[src/rtl/energy_telemetry_pkg.sv]
// Shared types and constants for the energy telemetry UART transmitter.
package energy_telemetry_pkg;

  typedef enum logic [1:0] {
    IDLE,
    START,
    DATA,
    STOP
  } state_t;

  localparam int unsigned FRAME_BYTES = 4;
  localparam logic [7:0] DEFAULT_SYNC_BYTE = 8'hA5;

  function automatic logic [7:0] checksum(input logic [7:0] a,
                                          input logic [7:0] b,
                                          input logic [7:0] c);
    return a + b + c;
  endfunction

endpackage

[src/rtl/uart_byte_tx.sv]
// Serializes one byte as 8N1: start bit, 8 data bits LSB first, stop bit.
// A load in the last stop-bit cycle chains the next byte with no idle gap.
module uart_byte_tx
  import energy_telemetry_pkg::*;
#(
  parameter int unsigned CLKS_PER_BIT = 868
) (
  input  logic       clk,
  input  logic       rst,
  input  logic       load,
  input  logic [7:0] byte_in,
  output logic       tx,
  output logic       byte_done
);

  localparam int unsigned TW = (CLKS_PER_BIT > 2) ? $clog2(CLKS_PER_BIT) : 1;
  localparam logic [TW-1:0] LAST_TICK = TW'(CLKS_PER_BIT - 1);

  state_t        r_state, w_state_n;
  logic [TW-1:0] r_timer, w_timer_n;
  logic [2:0]    r_bit_idx, w_bit_idx_n;
  logic [7:0]    r_shift, w_shift_n;
  logic          r_tx, w_tx_n;
  logic          w_bit_end;

  assign w_bit_end = (r_timer == LAST_TICK);
  assign tx        = r_tx;

  always_ff @(posedge clk) begin
    if (rst) begin
      r_state   <= IDLE;
      r_timer   <= '0;
      r_bit_idx <= '0;
      r_shift   <= '0;
      r_tx      <= 1'b1;
    end else begin
      r_state   <= w_state_n;
      r_timer   <= w_timer_n;
      r_bit_idx <= w_bit_idx_n;
      r_shift   <= w_shift_n;
      r_tx      <= w_tx_n;
    end
  end

  // tx is registered, so the next line level is decided alongside the next state.
  always_comb begin
    w_state_n   = r_state;
    w_timer_n   = r_timer;
    w_bit_idx_n = r_bit_idx;
    w_shift_n   = r_shift;
    w_tx_n      = r_tx;
    byte_done   = 1'b0;
    case (r_state)
      IDLE: w_tx_n = 1'b1;
      START: begin
        if (w_bit_end) begin
          w_timer_n   = '0;
          w_bit_idx_n = '0;
          w_state_n   = DATA;
          w_tx_n      = r_shift[0];
        end else begin
          w_timer_n = r_timer + TW'(1);
        end
      end
      DATA: begin
        if (w_bit_end) begin
          w_timer_n = '0;
          if (r_bit_idx == 3'd7) begin
            w_state_n = STOP;
            w_tx_n    = 1'b1;
          end else begin
            w_bit_idx_n = r_bit_idx + 3'd1;
            w_shift_n   = {1'b0, r_shift[7:1]};
            w_tx_n      = r_shift[1];
          end
        end else begin
          w_timer_n = r_timer + TW'(1);
        end
      end
      STOP: begin
        if (w_bit_end) begin
          byte_done = 1'b1;
          w_timer_n = '0;
          w_state_n = IDLE;
          w_tx_n    = 1'b1;
        end else begin
          w_timer_n = r_timer + TW'(1);
        end
      end
      default: w_state_n = IDLE;
    endcase
    if (load) begin
      w_state_n   = START;
      w_timer_n   = '0;
      w_bit_idx_n = '0;
      w_shift_n   = byte_in;
      w_tx_n      = 1'b0;
    end
  end

endmodule

[src/rtl/energy_telemetry_tx.sv]
// Telemetry packet transmitter: latches one (voltage, duty) sample per handshake
// and sends SYNC, voltage, duty, checksum as back-to-back 8N1 bytes.
module energy_telemetry_tx
  import energy_telemetry_pkg::*;
#(
  parameter int unsigned CLKS_PER_BIT = 868,
  parameter logic [7:0]  SYNC_BYTE    = DEFAULT_SYNC_BYTE
) (
  input  logic       clk,
  input  logic       rst,
  input  logic       sample_valid,
  output logic       sample_ready,
  input  logic [7:0] voltage,
  input  logic [7:0] duty,
  output logic       tx,
  output logic       busy,
  output logic       frame_done
);

  localparam logic [1:0] LAST_IDX = 2'(FRAME_BYTES - 1);

  logic       r_busy;
  logic [1:0] r_byte_idx;
  logic [7:0] r_voltage, r_duty;
  logic       w_accept, w_byte_done, w_last_byte, w_load;
  logic [1:0] w_next_idx;
  logic [7:0] w_byte_sel;

  assign sample_ready = !r_busy && !rst;
  assign busy         = r_busy;
  assign w_accept     = sample_valid && sample_ready;
  assign w_last_byte  = w_byte_done && (r_byte_idx == LAST_IDX);
  assign frame_done   = w_last_byte && !rst;
  assign w_next_idx   = r_byte_idx + 2'd1;
  // The next byte is loaded on the stop-bit's final cycle so no idle gap appears.
  assign w_load       = w_accept || (w_byte_done && !w_last_byte);

  always_comb begin
    w_byte_sel = SYNC_BYTE;
    if (!w_accept) begin
      case (w_next_idx)
        2'd1:    w_byte_sel = r_voltage;
        2'd2:    w_byte_sel = r_duty;
        2'd3:    w_byte_sel = checksum(SYNC_BYTE, r_voltage, r_duty);
        default: w_byte_sel = SYNC_BYTE;
      endcase
    end
  end

  always_ff @(posedge clk) begin
    if (rst) begin
      r_busy     <= 1'b0;
      r_byte_idx <= '0;
      r_voltage  <= '0;
      r_duty     <= '0;
    end else if (w_accept) begin
      r_busy     <= 1'b1;
      r_byte_idx <= '0;
      r_voltage  <= voltage;
      r_duty     <= duty;
    end else if (w_byte_done) begin
      if (w_last_byte) begin
        r_busy     <= 1'b0;
        r_byte_idx <= '0;
      end else begin
        r_byte_idx <= w_next_idx;
      end
    end
  end

  uart_byte_tx #(
    .CLKS_PER_BIT(CLKS_PER_BIT)
  ) u_byte_tx (
    .clk      (clk),
    .rst      (rst),
    .load     (w_load),
    .byte_in  (w_byte_sel),
    .tx       (tx),
    .byte_done(w_byte_done)
  );

endmodule
[config.mk]
export PLATFORM = sky130hd
export DESIGN_NAME = energy_telemetry_tx
export DESIGN_NICKNAME = d
export VERILOG_FILES = /design/src/rtl/energy_telemetry_pkg.sv /design/src/rtl/uart_byte_tx.sv /design/src/rtl/energy_telemetry_tx.sv
export SDC_FILE = /design/constraint.sdc
export NUM_CORES = 1
export LEC_CHECK = 0
export CAP_MARGIN = 20
export CORE_ASPECT_RATIO = 1.5
export CORE_MARGIN = 4
export CORE_UTILIZATION = 55
export CTS_CLUSTER_DIAMETER = 40
export CTS_CLUSTER_SIZE = 16
export DETAILED_ROUTE_END_ITERATION = 16
export PLACE_DENSITY = 0.89
export SKIP_CTS_REPAIR_TIMING = 1
export SYNTH_ARGS = -nofsm -noshare
export SYNTH_HDL_FRONTEND = slang
export SYNTH_SLANG_ARGS = --single-unit
export TNS_END_PERCENT = 1
[constraint.sdc]
create_clock -name clk -period 3.7 [get_ports clk]
set_input_delay 0.74 -clock clk [delete_from_list [all_inputs] [get_ports clk]]
set_output_delay 0.74 -clock clk [all_outputs]
set_load 0.1 [all_outputs]
## Word level (Yosys, flattened, before mapping)

Index checks and enable logic that the tools add are counted.

| cells by class | value |
|---|---|
| add/subtract/negate cells | 5 |
| equality and inequality tests | 19 |
| mux-type cells | 29 |
| reduce and logical (&&, ||, !) cells | 26 |

Operators with widths:

| cell | count |
|---|---|
| $mux W8 | 5 |
| $pmux W8 S3 | 1 |
| $ne A3 B1 Y1 const B | 4 |
| $mux W1 | 11 |
| $add A10 B1 Y10 const B | 1 |
| $eq A10 B10 Y1 const B | 1 |
| $eq A2 B2 Y1 const B | 5 |
| $mux W10 | 1 |
| $mux W2 | 5 |
| $ne A2 B1 Y1 const B | 5 |
| $reduce_and A5 Y1 | 2 |
| $reduce_bool A2 Y1 | 5 |
| $mux W3 | 3 |
| $add A8 B8 Y8 | 1 |
| $add A8 B8 Y8 const A | 1 |
| $pmux W2 S3 | 1 |
| $pmux W3 S2 | 1 |
| $reduce_and A3 Y1 | 2 |
| $logic_and A1 B1 Y1 | 5 |
| $eq A2 B1 Y1 const B | 2 |
| $pmux W1 S4 | 1 |
| $reduce_and A4 Y1 | 1 |
| $reduce_bool A4 Y1 | 1 |
| $reduce_or A2 Y1 | 2 |
| 10 further kinds | 12 |

| word-level totals | value |
|---|---|
| flip-flop bits (word level) | 43 |
| input bits | 19 |
| output and inout bits | 4 |
| word-level logic and storage cells | 89 |

## Depth between registers and ports, before layout

Gate-level depths: netlist of the first run.

| logic depth | value |
|---|---|
| depth after elaboration | 9 |
| depth in mapped cells | 12 |
| gate-level depth less buffers | 12 |

## By module

From an unflattened synthesis of the first run, not the netlist that was laid out.

| unflattened totals | value |
|---|---|
| cells, all modules | 304 |
| area total of the unflattened synthesis | 2556.2 µm² |

By module, submodules not included:

| module | instances | cells each | area each (µm²) | seq. area each (µm²) |
|---|---|---|---|---|
| energy_telemetry_tx | 1 | 164 | 1310.0 | 380.4 |
| uart_byte_tx | 1 | 140 | 1246.2 | 480.5 |

## Worst setup path after synthesis of the first run

Ideal clock, no wire load.

| timing | value |
|---|---|
| kind | reg2out |
| from | register u_byte_tx.r_timer[0] |
| to | output frame_done |
| arrival | 2.559 ns |
| data required time | 2.960 ns |
| setup slack | 0.401 ns |
| cell stages (with the launch flop) | 8 |
| buffers on the path | 2 |
| cell sequence | dfxtp_1 ha_1 nand4_1 and4bb_1 buf_4 buf_2 nand3_1 nor2_1 |

| on the way | value |
|---|---|
| cells in the longest elaborated chain, start to end | 5 |

Ends and longest elaborated chain:

| what | line | RTL |
|---|---|---|
| start, declared | uart_byte_tx.sv:20 | `logic [TW-1:0] r_timer, w_timer_n;` |
| start signal, assigned | uart_byte_tx.sv:38 | `r_timer <= w_timer_n;` |
| $eq A10 B10 Y1 | uart_byte_tx.sv:26 | `assign w_bit_end = (r_timer == LAST_TICK);` |
| $mux W1 | uart_byte_tx.sv:81 | `if (w_bit_end) begin` |
| $mux W1 | uart_byte_tx.sv:53 | `case (r_state)` |
| $logic_and A1 B1 Y1 | energy_telemetry_tx.sv:32 | `assign w_last_byte = w_byte_done && (r_byte_idx == LAST_IDX);` |
| $logic_and A1 B1 Y1 | energy_telemetry_tx.sv:33 | `assign frame_done = w_last_byte && !rst;` |
| end, declared | energy_telemetry_tx.sv:17 | `output logic frame_done` |

Every way passes these cells.

## Worst setup path in the final report of the first run

Same ends and word-level chain as after synthesis.

==> metrics, run 1 <==
worst skew pair latency 300 ps; CTS Sinks 43; Tot GR Track Use 19.5%; synth warn 0; DR vias/cell 5.89; H-tree depth 2; min-delay src u_byte_tx.r_shift[2]; setup TNS 0 ps; sequential share of the synthesized area 34.1%; number of synthesized flops with an enable pin 0; WHS Endpoint u_byte_tx.r_shift[2]; vias in the first global route 2185; post-layout util 66.9%; Starting Density 58.4%; Clock Pin Slew Worst Setup and Hold Paths 80 ps; Routed WL 5470 um; Worst Hold Class reg2reg; Vias 2231; die height 91.0 um; routed len/inst 14.4 um; fin nets 378; Detail Placement HPWL 4130 um; critical path required time 2960 ps; clock root cell clkbuf_8; Diodes inserted 0; RR Endpoint u_byte_tx.r_shift[7]; most frequent cell after synthesis nand2_1; Achievable Freq 360 MHz; post-route ant nets 0; drt first pass iters 6; area of the core 4320 um^2; Worst Path Arrival 2040 ps; site row count 29; hold depth 2; critical-path cell list ha_1, nand4_1, and4bb_1, buf_4, nand3_1, nor2_1, buf_12; Setup-failing EPs final 0; Hold Fails Final Rpt 0; DRT iter0 DRCs 118; RSZ-0062 raised after global routing false; CTS Buf Count 5; initial antenna violation count 0; outcome completed; Top FF cell, synth dfxtp_1; crit path time final 2780 ps; r2r setup slk 1290 ps; die area 5760 um^2; final setup margin 920 ps; dpl ws 887 ps; Startpoint Class flip-flop; gp weighted congestion 0.863; CP max FO 18; Clock Path Buffers 2; CP max stage cell dfxtp_1; worst clock skew 7.70 ps; flops & latches, synth 43; grt total ovfl 0; CTS tree done; Worst-Margin Slew 964 ps; Worst path max stage delay 390 ps; main area contributors after synthesis dfxtp_1 34%, ha_1 13%, nand2_1 7.0%; max-slew violations 0; most frequent cells after synthesis 47 x nand2_1, 43 x dfxtp_1, 27 x nor2_1, 26 x ha_1, 24 x inv_1; Leak 0.00117 uW; Port Buf Inserts 22; final cycle utilization of the critical path 75.1%; Rel. slew slack 35.5%; first-pass GRT wire length 9250 um; Synthesized Nets 361; asr flop ratio synth 0%; Post-Syn Area 2520 um^2; Synth cell types 49; syn avg cell area 8.01 um^2; Mapped Cells 315; Crit Path Category reg2out; DRC violations left 0; Reg2Reg Depth 12; Synth top area share 34.1%; MaxCap Viol Count 0; maximum vdd drop 0.000297 V; pwr dens 384 nW/um^2; Synth area leader dfxtp_1; largest net degree at the start of global routing 26; Worst R2R Start r_voltage[0]; I/O pins 23; die span in x 63.3 um; Layout area overhead 14.4%; share of layout cells above drive strength 1 5.71%; CP endpoint kind primary output
-- routing by layer --
layer,up-vias,track usage [%],routed length (um)
li1,1115,-,-
met1,1050,19.7,2120
met2,51,37.0,3000
met3,15,3.46,195
met4,0,10.6,146
met5,-,0,0
-- registers in the layout, summed over array words and instances (netlist names) --
register             count
r_voltage                8
u_byte_tx.r_timer       10
r_duty                   8
u_byte_tx.tx             1
busy                     1
u_byte_tx.r_bit_idx      3
r_byte_idx               2
u_byte_tx.r_shift        8
u_byte_tx.r_state        2
-- kinds of logic after synthesis --
family                   synth area share (%)
multiplexers                            0.397
adder cells (fa/ha/maj)                  13.7
AND/OR/NAND/NOR                          20.8
XOR/XNOR                                 4.51
buffers and inverters                    7.09
flip-flops                               34.1
AO/OA/AOI/OAI                            19.4
-- layout make-up --
type                       count  area (um^2)
timing repair buffer          26          270
tap                           46         57.6
multi-input combinational    232         1490
clock inverter                 2         35.0
inverter                      24         90.1
clock buffer                   6         82.6
fill                         335         1430
sequential                    43          861
-- worst max-delay path: cells and delay by family (launching register included) --
kind / cells / cell delay [ps]
DFF: 1 / 390
buffers and inverters: 2 / 420
and+or+nand+nor: 4 / 700
adders and majority gates: 1 / 230
-- layout by cell type, fill, tap and decap left out, types with 8 or more instances in the layout --
master and instances:
ha_1 26, inv_1 24, nand3_1 9, o21ai_0 23, a21oi_1 18, nor2_1 27
clkdlybuf4s50_1 20, nor3_1 10, xor2_1 8, nand2_1 47, dfxtp_1 43
-- worst max path at each step --
stage | from | endpoint | slack, ps | depth (start not counted)
floorplan | u_byte_tx.r_timer[0] | frame_done | 400 | 7
global placement | sample_valid | u_byte_tx.r_shift[5] | 930 | 8
detailed placement | sample_valid | u_byte_tx.r_shift[5] | 890 | 8
CTS | u_byte_tx.r_timer[0] | frame_done | 910 | 7
global route | u_byte_tx.r_timer[0] | frame_done | 760 | 7
finish | u_byte_tx.r_timer[0] | frame_done | 920 | 7
-- stage by stage --
step / area, um^2 / hold WS [ps] / std cells / total power, uW
6_report: 2890 / 467 / 379 / 1110
3_3_place_gp: 2770 / 442 / 371 / 730
3_5_place_dp: 2770 / 454 / 371 / 737
4_1_cts: 2890 / 464 / 379 / 1110
2_1_floorplan: 2520 / 432 / 315 / 672
5_1_grt: 2890 / 491 / 379 / 1160
-- power breakdown --
group | internal [uW] | switching [uW]
logic | 91.7 | 129
registers | 488 | 20.2
clock network | 218 | 162
No activity file was read; power rests on OpenSTA's default activity.
==> inputs of run 2 (changes only) <==
--- a/config.mk
+++ b/config.mk
@@ -8,11 +8,11 @@
 export CAP_MARGIN = 20
 export CORE_ASPECT_RATIO = 1.5
 export CORE_MARGIN = 4
-export CORE_UTILIZATION = 55
+export CORE_UTILIZATION = 52
 export CTS_CLUSTER_DIAMETER = 40
 export CTS_CLUSTER_SIZE = 16
 export DETAILED_ROUTE_END_ITERATION = 16
-export PLACE_DENSITY = 0.89
+export PLACE_DENSITY = 0.88
 export SKIP_CTS_REPAIR_TIMING = 1
 export SYNTH_ARGS = -nofsm -noshare
 export SYNTH_HDL_FRONTEND = slang
==> constraint.sdc (replaced) <==
create_clock -name clk -period 2.55 [get_ports clk]
set_input_delay 0.51 -clock clk [delete_from_list [all_inputs] [get_ports clk]]
set_output_delay 0.51 -clock clk [all_outputs]
set_load 0.1 [all_outputs]
==> run 2 against run 1 <==
Critical path depth down 1. Via count up 0.67%. Sequential share of layout area down 0.43 points. Cell count up 6.1%. Non-clock buffer count up 5. Sequential cell count unchanged. Design area up 1.5%. Register-to-register slack worse by 1100 ps. Count of clock-buffer cells in the layout up 2. Global-route usage up 0.87 points. Utilization down 3.4 points. Worst hold slack worse by 9.0 ps. Largest cell class unchanged.
==> metrics, run 2 (synthesis results as in run 1) <==
outcome completed; DR vias/cell 5.59; die area 6050 um^2; M1 WL 2190 um; fin nets 383; CP endpoint kind primary output; Reg2Reg Depth 12; Leak 0.00119 uW; CP max FO 4; Detail Placement HPWL 4180 um; MaxCap Viol Count 0; initial antenna violation count 0; worst clock skew 7.18 ps; critical path required time 2040 ps; CP max stage cell dfxtp_1; largest reg by FF count u_byte_tx.r_timer; Comb pwr share 21.2%; I/O pins 23; Worst Hold Class reg2reg; Switching Fraction 29.5%; DRT iter0 DRCs 112; first-pass GRT wire length 9720 um; Worst path max stage delay 400 ps; Routed WL 5630 um; routed len/inst 14.0 um; Crit Path Category reg2out; Rel. slew slack 66.0%; Diodes inserted 0; max-slew violations 0; Clock Pin Slew Worst Setup and Hold Paths 80 ps; Seq pwr share 47.6%; setup TNS 0 ps; Startpoint Class flip-flop; area of the core 4620 um^2; vias in the first global route 2210; Hold Fails Final Rpt 0; crit path time final 2420 ps; RSZ-0062 raised after global routing false; CTS Sinks 43; post-route ant nets 0; Layout area overhead 16.1%; die height 93.3 um; DR WL met3 187 um; CTS Buf Count 5; die span in x 64.9 um; critical-path cell list ha_1, nand4_1, and4bb_1, nand3_1, nor2_2, buf_12; Setup-failing EPs final 0; site row count 30; Vias 2246; final cycle utilization of the critical path 95.1%; drt first pass iters 4; length of routed met2 wiring 2940 um; share of layout cells above drive strength 1 7.99%; largest net degree at the start of global routing 36; DRC violations left 0; final cell count without fillers 402; placed cell count 394; Psw 456 uW; Int Power 1090 uW; clock root cell clkbuf_8; Starting Density 54.7%; max reg flops 10; Worst Path Arrival 1910 ps; maximum vdd drop 0.000357 V; commonest non-fill, non-tap cell in the layout nand2_1; Top Layer Used met4; H-tree depth 2; highest-count cells in the layout ignoring fill and taps 47 x nand2_1, 43 x dfxtp_1, 26 x ha_1; Port Buf Inserts 22; Clock Path Buffers 2; pwr dens 529 nW/um^2; gp weighted congestion 0.896; Achievable Freq 412 MHz; CTS tree done; Worst-Margin Slew 505 ps; grt total ovfl 0; hold depth 2; share of total power in the clock network 31.2%; Tot GR Track Use 20.4%; worst skew pair latency 300 ps
==> run 2: changes by cell type in the layout (fill, tap and decap cells not counted), sizes merged <==
cell	before	now
clkdlybuf4s50	20	18
clkbuf	6	8
clkinv	1	0
buf	6	13
bufinv	1	0
==> run 2: area by class of cell <==
cell class	instances	area, um^2
clock buffers	8	100
inverters	24	90.1
well taps	64	80.1
fillers	398	1690
repair buffers	31	303
multi-input cells	232	1500
flip-flops and latches	43	861
==> run 2: final timing paths <==
kind                        startpoint                    to  slack (ps)
setup / recovery  u_byte_tx.r_timer[0]            frame_done         130
hold / removal    u_byte_tx.r_shift[2]  u_byte_tx.r_shift[2]         460
setup reg to reg          r_voltage[0]  u_byte_tx.r_shift[7]         230
hold reg to reg   u_byte_tx.r_shift[2]  u_byte_tx.r_shift[2]         460
==> run 2: worst max-delay path: cells and delay by family, from the launching register on <==
| kind | cells | cell delay, ps |
|---|---|---|
| flops | 1 | 400 |
| buf+inv | 1 | 190 |
| fa+ha+maj | 1 | 220 |
| simple gates | 4 | 800 |
==> run 2: power by group through the flow <==
stage	clock network (uW)	logic [uW]	registers (uW)
floorplan	0	201	775
global placement	0	312	751
detailed placement	0	321	753
CTS	488	327	737
global route	511	368	742
finish	483	328	738
==> run 2: routing by layer <==
layer	up-vias	GRT usage [%]
met2	53	39.2
met5	-	0
met3	32	3.61
met4	0	11.6
li1	1128	-
met1	1033	19.6
==> run 2: through the flow <==
stage               worst slack [ps]  hold WS [ps]  area, um^2  util, %  total power, uW
finish                           126           458        2930     63.4             1550
global route                    26.4           485        2930     63.4             1620
CTS                              138           463        2930     63.4             1550
detailed placement               281           447        2830     61.3             1070
global placement                 318           441        2830     61.3             1060
floorplan                      -68.0           432        2530        -              976
==> inputs of run 3 (changes only) <==
--- a/config.mk
+++ b/config.mk
@@ -12,7 +12,7 @@
 export CTS_CLUSTER_DIAMETER = 40
 export CTS_CLUSTER_SIZE = 16
 export DETAILED_ROUTE_END_ITERATION = 16
-export PLACE_DENSITY = 0.88
+export PLACE_DENSITY = 0.76
 export SKIP_CTS_REPAIR_TIMING = 1
 export SYNTH_ARGS = -nofsm -noshare
 export SYNTH_HDL_FRONTEND = slang
==> constraint.sdc (replaced) <==
create_clock -name clk -period 2.55 [get_ports clk]
set_input_delay 0.51 -clock clk [delete_from_list [all_inputs] [get_ports clk]]
set_output_delay 0.51 -clock clk [all_outputs]
set_load 0.02 [all_outputs]
==> run 3 against run 2 <==
Setup slack improved by 100 ps. Combinational power shrank 14%. Critical path depth shrank 3. Total power rose by 7.1%. Non-clock buffer count fell by 1. Clock power up 33%. Largest cell class unchanged.
==> metrics, run 3 (synthesis results as in run 1) <==
outcome completed; RSZ-0062 raised after global routing false; dpl ws 228 ps; pwr dens 564 nW/um^2; Clock Pin Slew Worst Setup and Hold Paths 80 ps; initial antenna violation count 0; Starting Density 54.7%; die area 6050 um^2; Worst-Margin Slew 741 ps; Port Buf Inserts 22; DRC violations left 0; # fillers 430; I/O pins 23; crit path time final 2320 ps; Layout area overhead 16.5%; Int Power 1230 uW; site row count 30; share of total power in the clock network 38.6%; Clock Path Buffers 2; die height 93.3 um; Leak 0.00120 uW; hold_ws 478 ps; Tot GR Track Use 19.5%; final cycle utilization of the critical path 91.0%; DRT iter0 DRCs 107; Routed WL 5290 um; Final Instance Area 2940 um^2; post-route ant nets 0; Seq pwr share 44.3%; vias in the first global route 2237; die span in x 64.9 um; Area after DPL 2800 um^2; Detail Placement HPWL 4000 um; worst skew pair latency 300 ps; MaxCap Viol Count 0; CP endpoint kind primary output; critical path required time 2040 ps; Rel. slew slack 50.6%; Worst Path Arrival 1810 ps; highest-count cells in the layout ignoring fill and taps 47 x nand2_1, 43 x dfxtp_1, 27 x nor2_1; Switching Fraction 25.7%; Worst Hold Class reg2reg; area of the core 4620 um^2; Hold Fails Final Rpt 0; routed len/inst 13.2 um; drt first pass iters 5; CP max FO 5; CTS Sinks 43; grt total ovfl 0; clock root cell clkbuf_8; gp weighted congestion 0.814; DR vias/cell 5.42; Crit Path Category in2out; commonest non-fill, non-tap cell in the layout nand2_1; worst clock skew 4.83 ps; CTS Buf Count 5; maximum vdd drop 0.000338 V; Setup-failing EPs final 0; Comb pwr share 17.0%; Psw 426 uW; largest reg by FF count u_byte_tx.r_timer; max reg flops 10; Diodes inserted 0; Startpoint Class input port; share of layout cells above drive strength 1 6.23%; largest net degree at the start of global routing 34; H-tree depth 2; CTS tree done; final setup margin 230 ps; post-layout util 63.7%; max-slew violations 0; first-pass GRT wire length 9380 um; setup TNS 0 ps; Achievable Freq 431 MHz; Vias 2174; fin nets 382
-- run 3: path summary, 6_finish.rpt --
check                        from                   end  slack [ps]  cells after the start
max reg2reg             r_duty[0]  u_byte_tx.r_shift[7]         260                     12
min          u_byte_tx.r_shift[0]  u_byte_tx.r_shift[0]         480                      2
max                           rst          sample_ready         230                      3
min reg2reg  u_byte_tx.r_shift[0]  u_byte_tx.r_shift[0]         480                      2
-- run 3: layout make-up --
| type | instances | area (um^2) | share of cell area [%] |
|---|---|---|---|
| clock inverters | 3 | 67.6 | 2.30 |
| well taps | 64 | 80.1 | 2.72 |
| flip-flops and latches | 43 | 861 | 29.3 |
| multi-input cells | 232 | 1490 | 50.7 |
| repair buffers | 30 | 283 | 9.62 |
| inverters | 24 | 90.1 | 3.06 |
| clock buffers | 5 | 68.8 | 2.34 |
-- run 3: layer usage --
layer | wire length (um) | vias to the layer above | global-route usage (%)
li1 | - | 1123 | -
met1 | 2050 | 1007 | 19.0
met2 | 2970 | 31 | 38.0
met3 | 124 | 13 | 3.61
met4 | 148 | 0 | 9.35
met5 | 0 | - | 0
-- run 3: per-stage QoR --
step / cells / power, uW
2_1_floorplan: 315 / 940
3_3_place_gp: 393 / 1020
3_5_place_dp: 393 / 1030
4_1_cts: 401 / 1680
5_1_grt: 401 / 1740
6_report: 401 / 1660
-- run 3: power by group through the flow --
stage	Combinational (uW)	Clock, uW	Sequential (uW)
finish	282	641	735
global route	323	679	741
CTS	285	657	735
detailed placement	280	0	751
global placement	273	0	750
floorplan	191	0	749
-- run 3: worst max-delay path: stages --
cell             delay [ps]
clkdlybuf4s50_1         510
nor2_1                  160
clkdlybuf4s50_1         620
